**src/rtl/ds_pkg.sv**
```systemverilog
// rtl/ds_pkg.sv - shared types and scale helpers for ds_frame_ctrl
package ds_pkg;

  typedef enum logic [1:0] {
    SCALE_1 = 2'd0,
    SCALE_2 = 2'd1,
    SCALE_4 = 2'd2
  } ds_scale_e;

  typedef enum logic [1:0] {
    IDLE  = 2'd0,
    BLANK = 2'd1,
    LINE  = 2'd2
  } ds_state_e;

  // The reserved code 3 behaves exactly like 1/4.
  function automatic ds_scale_e to_scale(input logic [1:0] raw);
    case (raw)
      2'd0:    return SCALE_1;
      2'd1:    return SCALE_2;
      default: return SCALE_4;
    endcase
  endfunction

  function automatic logic [1:0] scale_mask(input ds_scale_e s);
    case (s)
      SCALE_1: return 2'd0;
      SCALE_2: return 2'd1;
      default: return 2'd3;
    endcase
  endfunction

endpackage

```
**src/rtl/ds_edge_det.sv**
```systemverilog
// rtl/ds_edge_det.sv - rising/falling edge detect against the previous registered sample
module ds_edge_det (
  input  logic clk,
  input  logic rstn,
  input  logic sig,
  output logic rise,
  output logic fall
);

  logic prev;

  always_ff @(posedge clk or negedge rstn) begin
    if (!rstn) prev <= 1'b0;
    else       prev <= sig;
  end

  assign rise = sig & ~prev;
  assign fall = ~sig & prev;

endmodule

```
**src/rtl/ds_frame_ctrl.sv**
```systemverilog
// rtl/ds_frame_ctrl.sv - downscaler frame controller: counters, keep strobe, frame-committed config
// Optional line-length error check is built when DS_CTRL_ERR_EN is defined.
import ds_pkg::*;

module ds_frame_ctrl #(
  parameter int HCNT_W = 12,
  parameter int VCNT_W = 11,
  parameter int H_ACT  = 1920
) (
  input  logic              clk,
  input  logic              rstn,
  input  logic              i_vsync,
  input  logic              i_hsync,
  input  logic              i_de,
  input  logic              i_cfg_valid,
  input  logic              i_cfg_gray,
  input  logic [1:0]        i_cfg_scale,
  output logic              o_vsync,
  output logic              o_hsync,
  output logic              o_de,
  output logic              o_keep,
  output logic              o_gray_sel,
  output logic [1:0]        o_scale,
  output logic [HCNT_W-1:0] o_x,
  output logic [VCNT_W-1:0] o_y,
  output logic [7:0]        o_frame_cnt,
  output logic              o_err
);

  logic vs_rise, vs_fall, de_rise, de_fall;

  ds_edge_det u_vs_edge (.clk(clk), .rstn(rstn), .sig(i_vsync), .rise(vs_rise), .fall(vs_fall));
  ds_edge_det u_de_edge (.clk(clk), .rstn(rstn), .sig(i_de),    .rise(de_rise), .fall(de_fall));

  ds_state_e state_q, state_d;

  always_ff @(posedge clk or negedge rstn) begin
    if (!rstn) state_q <= IDLE;
    else       state_q <= state_d;
  end

  always_comb begin
    state_d = state_q;
    if (vs_rise) begin
      state_d = BLANK;
    end else begin
      case (state_q)
        BLANK:   if (i_de)  state_d = LINE;
        LINE:    if (!i_de) state_d = BLANK;
        default: state_d = state_q;
      endcase
    end
  end

  logic              pend_gray, gray_q, gray_d;
  ds_scale_e         pend_scale, scale_q, scale_d;
  logic [HCNT_W-1:0] x_q, x_d;
  logic [VCNT_W-1:0] y_q, y_d;
  logic              in_frame, line_end, keep_d;
  logic [1:0]        mask;

  always_comb begin
    in_frame = (state_q != IDLE) || vs_rise;
    // LINE is only entered with DE high, so a fall seen in LINE always closes an in-frame line.
    line_end = de_fall && (state_q == LINE) && !vs_rise;
    gray_d   = gray_q;
    scale_d  = scale_q;
    x_d      = x_q;
    y_d      = y_q;
    if (vs_rise) begin
      gray_d  = i_cfg_valid ? i_cfg_gray : pend_gray;
      scale_d = i_cfg_valid ? to_scale(i_cfg_scale) : pend_scale;
      x_d     = '0;
      y_d     = '0;
    end else begin
      if (in_frame && i_de) x_d = de_rise ? '0 : ((x_q == '1) ? x_q : x_q + 1'b1);
      if (line_end)         y_d = (y_q == '1) ? y_q : y_q + 1'b1;
    end
    mask   = scale_mask(scale_d);
    keep_d = i_de && in_frame && ((x_d[1:0] & mask) == 2'd0) && ((y_d[1:0] & mask) == 2'd0);
  end

  always_ff @(posedge clk or negedge rstn) begin
    if (!rstn) begin
      pend_gray   <= 1'b0;
      pend_scale  <= SCALE_1;
      gray_q      <= 1'b0;
      scale_q     <= SCALE_1;
      x_q         <= '0;
      y_q         <= '0;
      o_vsync     <= 1'b0;
      o_hsync     <= 1'b0;
      o_de        <= 1'b0;
      o_keep      <= 1'b0;
      o_frame_cnt <= 8'd0;
    end else begin
      if (i_cfg_valid) begin
        pend_gray  <= i_cfg_gray;
        pend_scale <= to_scale(i_cfg_scale);
      end
      gray_q      <= gray_d;
      scale_q     <= scale_d;
      x_q         <= x_d;
      y_q         <= y_d;
      o_vsync     <= i_vsync;
      o_hsync     <= i_hsync;
      o_de        <= i_de && in_frame;
      o_keep      <= keep_d;
      if (vs_rise) o_frame_cnt <= o_frame_cnt + 8'd1;
    end
  end

  assign o_gray_sel = gray_q;
  assign o_scale    = scale_q;
  assign o_x        = x_q;
  assign o_y        = y_q;

  logic unused_sig;

`ifdef DS_CTRL_ERR_EN
  localparam logic [HCNT_W:0] HACT = (HCNT_W + 1)'(H_ACT);
  logic err_q;

  always_ff @(posedge clk or negedge rstn) begin
    if (!rstn) err_q <= 1'b0;
    else if (line_end && (({1'b0, x_q} + (HCNT_W + 1)'(1)) != HACT)) err_q <= 1'b1;
  end

  assign o_err      = err_q;
  assign unused_sig = vs_fall;
`else
  assign o_err      = 1'b0;
  assign unused_sig = ^{vs_fall, H_ACT};
`endif

endmodule
```
**config.mk**
```make
export PLATFORM = sky130hd
export DESIGN_NAME = ds_frame_ctrl
export DESIGN_NICKNAME = d
export VERILOG_FILES = /design/src/rtl/ds_pkg.sv /design/src/rtl/ds_edge_det.sv /design/src/rtl/ds_frame_ctrl.sv
export SDC_FILE = /design/constraint.sdc
export NUM_CORES = 1
export LEC_CHECK = 0
export ABC_AREA = 1
export BUFFER_PORTS_ARGS = -buffer_cell sky130_fd_sc_hd__buf_2
export CORE_AREA = 2 2 86 72
export DETAILED_ROUTE_END_ITERATION = 10
export DIE_AREA = 0 0 88 74
export PLACE_DENSITY = 0.6
export SYNTH_ARGS = -nofsm -noshare
export SYNTH_HDL_FRONTEND = slang
export SYNTH_HIERARCHICAL = 1
export SYNTH_SLANG_ARGS = --single-unit
```
**constraint.sdc**
```tcl
create_clock -name clk -period 5.2 [get_ports clk]
set_clock_uncertainty 0.2 [all_clocks]
set_input_delay 1.04 -clock clk [delete_from_list [all_inputs] [get_ports clk]]
set_output_delay 1.04 -clock clk [all_outputs]
set_load 0.02 [all_outputs]
```
**After elaboration in Yosys (flattened, before gate mapping)**

Index checks and enable logic that the tools add are counted.

- Flip-flop bits (word level): 44
- Output and inout port bits: 39
- Logic and storage cells: 70

- $add $sub $neg: 3
- Eq/ne operators: 10
- Muxes and demuxes: 16
- Bitwise operators: 8
- Reduce and logical (&&, ||, !) cells: 18

Operators by type and width:

| kind | count |
|---|---|
| $mux W12 | 4 |
| $mux W11 | 3 |
| $add A12 B1 Y12 const B | 1 |
| $eq A12 B12 Y1 const B | 1 |
| $pmux W2 S2 | 3 |
| $add A11 B1 Y11 const B | 1 |
| $eq A11 B11 Y1 const B | 1 |
| $mux W2 | 5 |
| $ne A3 B3 Y1 const B | 3 |
| $add A8 B1 Y8 const B | 1 |
| $logic_not A2 Y1 | 4 |
| $eq A2 B1 Y1 const B | 3 |
| $reduce_bool A2 Y1 | 3 |
| $logic_and A1 B1 Y1 | 5 |
| $and A2 B2 Y2 | 2 |
| $reduce_and A2 Y1 | 2 |
| $and A1 B1 Y1 | 3 |
| $not A1 Y1 | 3 |
| $reduce_and A3 Y1 | 1 |
| $reduce_bool A3 Y1 | 1 |
| $eq A2 B2 Y1 const B | 1 |
| $ne A2 B2 Y1 const B | 1 |
| $logic_not A1 Y1 | 1 |
| $logic_or A1 B1 Y1 | 1 |
| $mux W1 | 1 |

**Longest topological paths before layout**

- Depth after elaboration: 10
- Mapped depth: 11

**Modules after synthesis**

The synthesis kept the hierarchy.

By module, submodules not included:

| module | times used | cells an instance | area each (um^2) | seq. area each (um^2) |
|---|---|---|---|---|
| ds_frame_ctrl | 1 | 243 | 2117.0 | 1076.0 |
| ds_edge_det | 2 | 5 | 40.0 | 25.0 |

**Least setup slack after synthesis**

No wires, ideal clock.

- Path type: input-to-reg
- Start point: input i_vsync
- End point: register o_frame_cnt[7]
- Arrival: 2.050 ns
- Slack: 2.822 ns
- Stages: 7
- Path buffers: 1
- Cell sequence: inv_1 -> nor2_1 -> buf_2 -> nand4_1 -> nor2_1 -> nand4_1 -> xnor2_1

- Word-level cells in the longest chain between the ends: 1

RTL lines:

| item | RTL line | RTL |
|---|---|---|
| from (decl) | ds_frame_ctrl.sv:12 | `input logic i_vsync,` |
| $and A1 B1 Y1 | ds_edge_det.sv:17 | `assign rise = sig & ~prev;` |
| named net vs_rise | ds_frame_ctrl.sv:30 | `logic vs_rise, vs_fall, de_rise, de_fall;` |
| to (signal assigned) | ds_frame_ctrl.sv:109 | `if (vs_rise) o_frame_cnt <= o_frame_cnt + 8'd1;` |
| to (decl) | ds_frame_ctrl.sv:26 | `output logic [7:0] o_frame_cnt,` |

The timed path passes the listed nets, and every way through them passes these cells.
A chain may end at the register's enable or synchronous reset.

**Final worst setup path**

- Start point: input i_vsync
- End point: register x_q[9], in the netlist o_x[9]

- Word-level cells in the longest chain between the ends: 5

RTL lines:

| item | RTL line | RTL |
|---|---|---|
| $and A1 B1 Y1 * | ds_edge_det.sv:17 |  |
| named net vs_rise | ds_frame_ctrl.sv:30 |  |
| $logic_or A1 B1 Y1 | ds_frame_ctrl.sv:63 | `in_frame = (state_q != IDLE) \|\| vs_rise;` |
| $logic_and A1 B1 Y1 | ds_frame_ctrl.sv:76 | `if (in_frame && i_de) x_d = de_rise ? '0 : ((x_q == '1) ? x_q : x_q + 1'b1);` |
| $reduce_bool A2 Y1 (no source line) | n/a |  |
| $reduce_and A2 Y1 (no source line) | n/a |  |
| to (signal assigned) | ds_frame_ctrl.sv:89 | `x_q <= '0;` |
| to (signal assigned) | ds_frame_ctrl.sv:103 | `x_q <= x_d;` |
| to (decl) | ds_frame_ctrl.sv:57 | `logic [HCNT_W-1:0] x_q, x_d;` |

Mark *: on every way through the listed nets, which the timed path passes. The rest lies on a longest branch.

==> reports/metrics.yaml <==
yosys:
  synthesis.area_sq_um: 2190
  synth_warnings: 6
  synth_cells: 251
  avgSynthCellArea_sq_um: 8.72
  synth_nets: 263
clocking:
  postCtsSetupBuffers: 0
  clk-insertion-delay-late_ns: 0.30
  cts_hold_buf: 0
  cts-root-buf: "clkbuf_8"
  cts_resized: 0
  cts_made_buffers: 5
  clk_path_buf_depth: 2
  htree_levels: 2
  cts.sinks: 45
  cts_tree: "built"
  clk_pin_slew_worst_paths_ns: 0.08
min_path:
  hp-class: "reg2reg"
sta:
  tightestPinTransition_ns: 0.990
  post-route-period-util: 0.579
  finalSetupViolations: 0
  fmax_mhz: 332
  drv_slew: 0
  rsz0062_at_grt: "no"
  totalNegativeSetupSlack_ns: 0
  max_slew_margin: 0.340
  final_hold_viol_count: 0
  min_period_ns: 3.01
global_route:
  use_met3: 0.0388
  grt_pass1_wl_um: 7600
  grt_overflow_total: 0
  antenna_found_initial: 0
  top_usage_layer: "met2"
  grt_pass1_vias: 1708
  grt_usage: 0.151
  grt_max_degree: 46
  use_met1: 0.213
  met2_usage: 0.221
final_layout:
  area_delta_synth_final_pct: 19.7
  nFillCells: 573
  antennaDiodeCount: 0
  final_common_cell: "nand2_1"
  finalNetCount: 313
  drive_gt1_frac: 0.209
  layout_common_cells: "nand2_1 (48), buf_2 (46), dfrtp_1 (45)"
  finish.instance_area_sq_um: 2620
route:
  firstDrtPassIters: 4
  vias_per_cell: 4.66
  wl_per_cell_um: 11.9
  ant_nets: 0
  drtIter0Drc: 93
  via_count: 1783
  routed_wl_um: 4570
  drc_errors: 0
worst_setup_path:
  critical_path.endpoint_type: "flip-flop"
  arrival_ns: 3.03
  worstPathMaxFanout: 14
  cp.required_ns: 5.22
  start_kind: "input port"
  path_class: "in2reg"
power:
  leakage_nw: 1.28
  power_density_nw_per_um2: 351
  ir_worst_vdd_mv: 0.163
run_status:
  outcome: "finished clean"
floorplan:
  die_w_um: 88
  io-pin-count: 48
  dieArea_sq_um: 6510
  coreArea_sq_um: 5660
  initial_utilization: 0.387
  die_h_um: 74
  rows: 25
place:
  placed_area_sq_um: 2500
  dp_hpwl_um: 3310
  io_buffers: 46
  routabilityCongestion: 0.817
flow_run:
  max-cap-violations: 0
flip-flops by register name, indices dropped and copies added, names as in the netlist:
signal / cells
o_de: 1
o_frame_cnt: 8
o_gray_sel: 1
o_hsync: 1
o_keep: 1
o_scale: 2
o_vsync: 1
o_x: 12
o_y: 11
pend_gray: 1
pend_scale: 2
state_q: 2
u_de_edge/prev: 1
u_vs_edge/prev: 1
per-layer routing:
layer / share of wire / wire length [um] / vias up
met1: 0.52 / 2380 / 826
met5: 0 / 0 / -
met4: 0.011 / 51 / 0
met2: 0.42 / 1940 / 33
li1: - / - / 919
met3: 0.044 / 201 / 5
per-stage QoR:
stage,setup WS (ns),hold slack (ns),total power [W],utilization,cells
3_3_place_gp,1.92,0.258,0.000653,0.442,375
5_1_grt,1.87,0.302,0.000978,0.463,383
2_1_floorplan,2.82,0.260,0.000578,-,251
3_5_place_dp,1.80,0.268,0.000655,0.442,375
4_1_cts,2.12,0.284,0.000937,0.463,383
6_report,2.19,0.279,0.000920,0.463,383
cell type report:
class	count	area (sq um)	area share
tap	81	101	0.0387
multi-input combinational	170	923	0.352
sequential	45	1130	0.430
inverter	33	124	0.0473
clock inverter	1	30.0	0.0115
clock buffer	7	86.3	0.0329
timing repair buffer	46	230	0.0878
power by group:
part	leakage (nW)	internal, W	switching, W
Clock	0.0585	0.000157	0.000119
Combinational	0.638	0.0000712	0.000136
Sequential	0.586	0.000394	0.0000435
worst max-delay path, stage by stage:
cell	delay (ns)
buf_2	0.09
inv_1	0.04
nor2_1	0.66
inv_2	0.30
a21oi_4	0.31
nand3_1	0.29
inv_1	0.15
nand3_1	0.08
o21ai_0	0.07
worst paths after layout:
path / startpoint / to / slack, ns / cells past startpoint
setup / recovery: i_vsync / o_x[9] / 2.19 / 9
max in group asynchronous: rstn / o_hsync / 3.48 / 1
setup reg to reg: u_vs_edge/prev / o_x[9] / 2.66 / 7
hold reg to reg: o_frame_cnt[7] / o_frame_cnt[7] / 0.28 / 1
hold / removal: o_frame_cnt[7] / o_frame_cnt[7] / 0.28 / 1
min in group asynchronous: rstn / o_x[7] / 0.70 / 1
No activity file was read; power rests on OpenSTA's default activity.
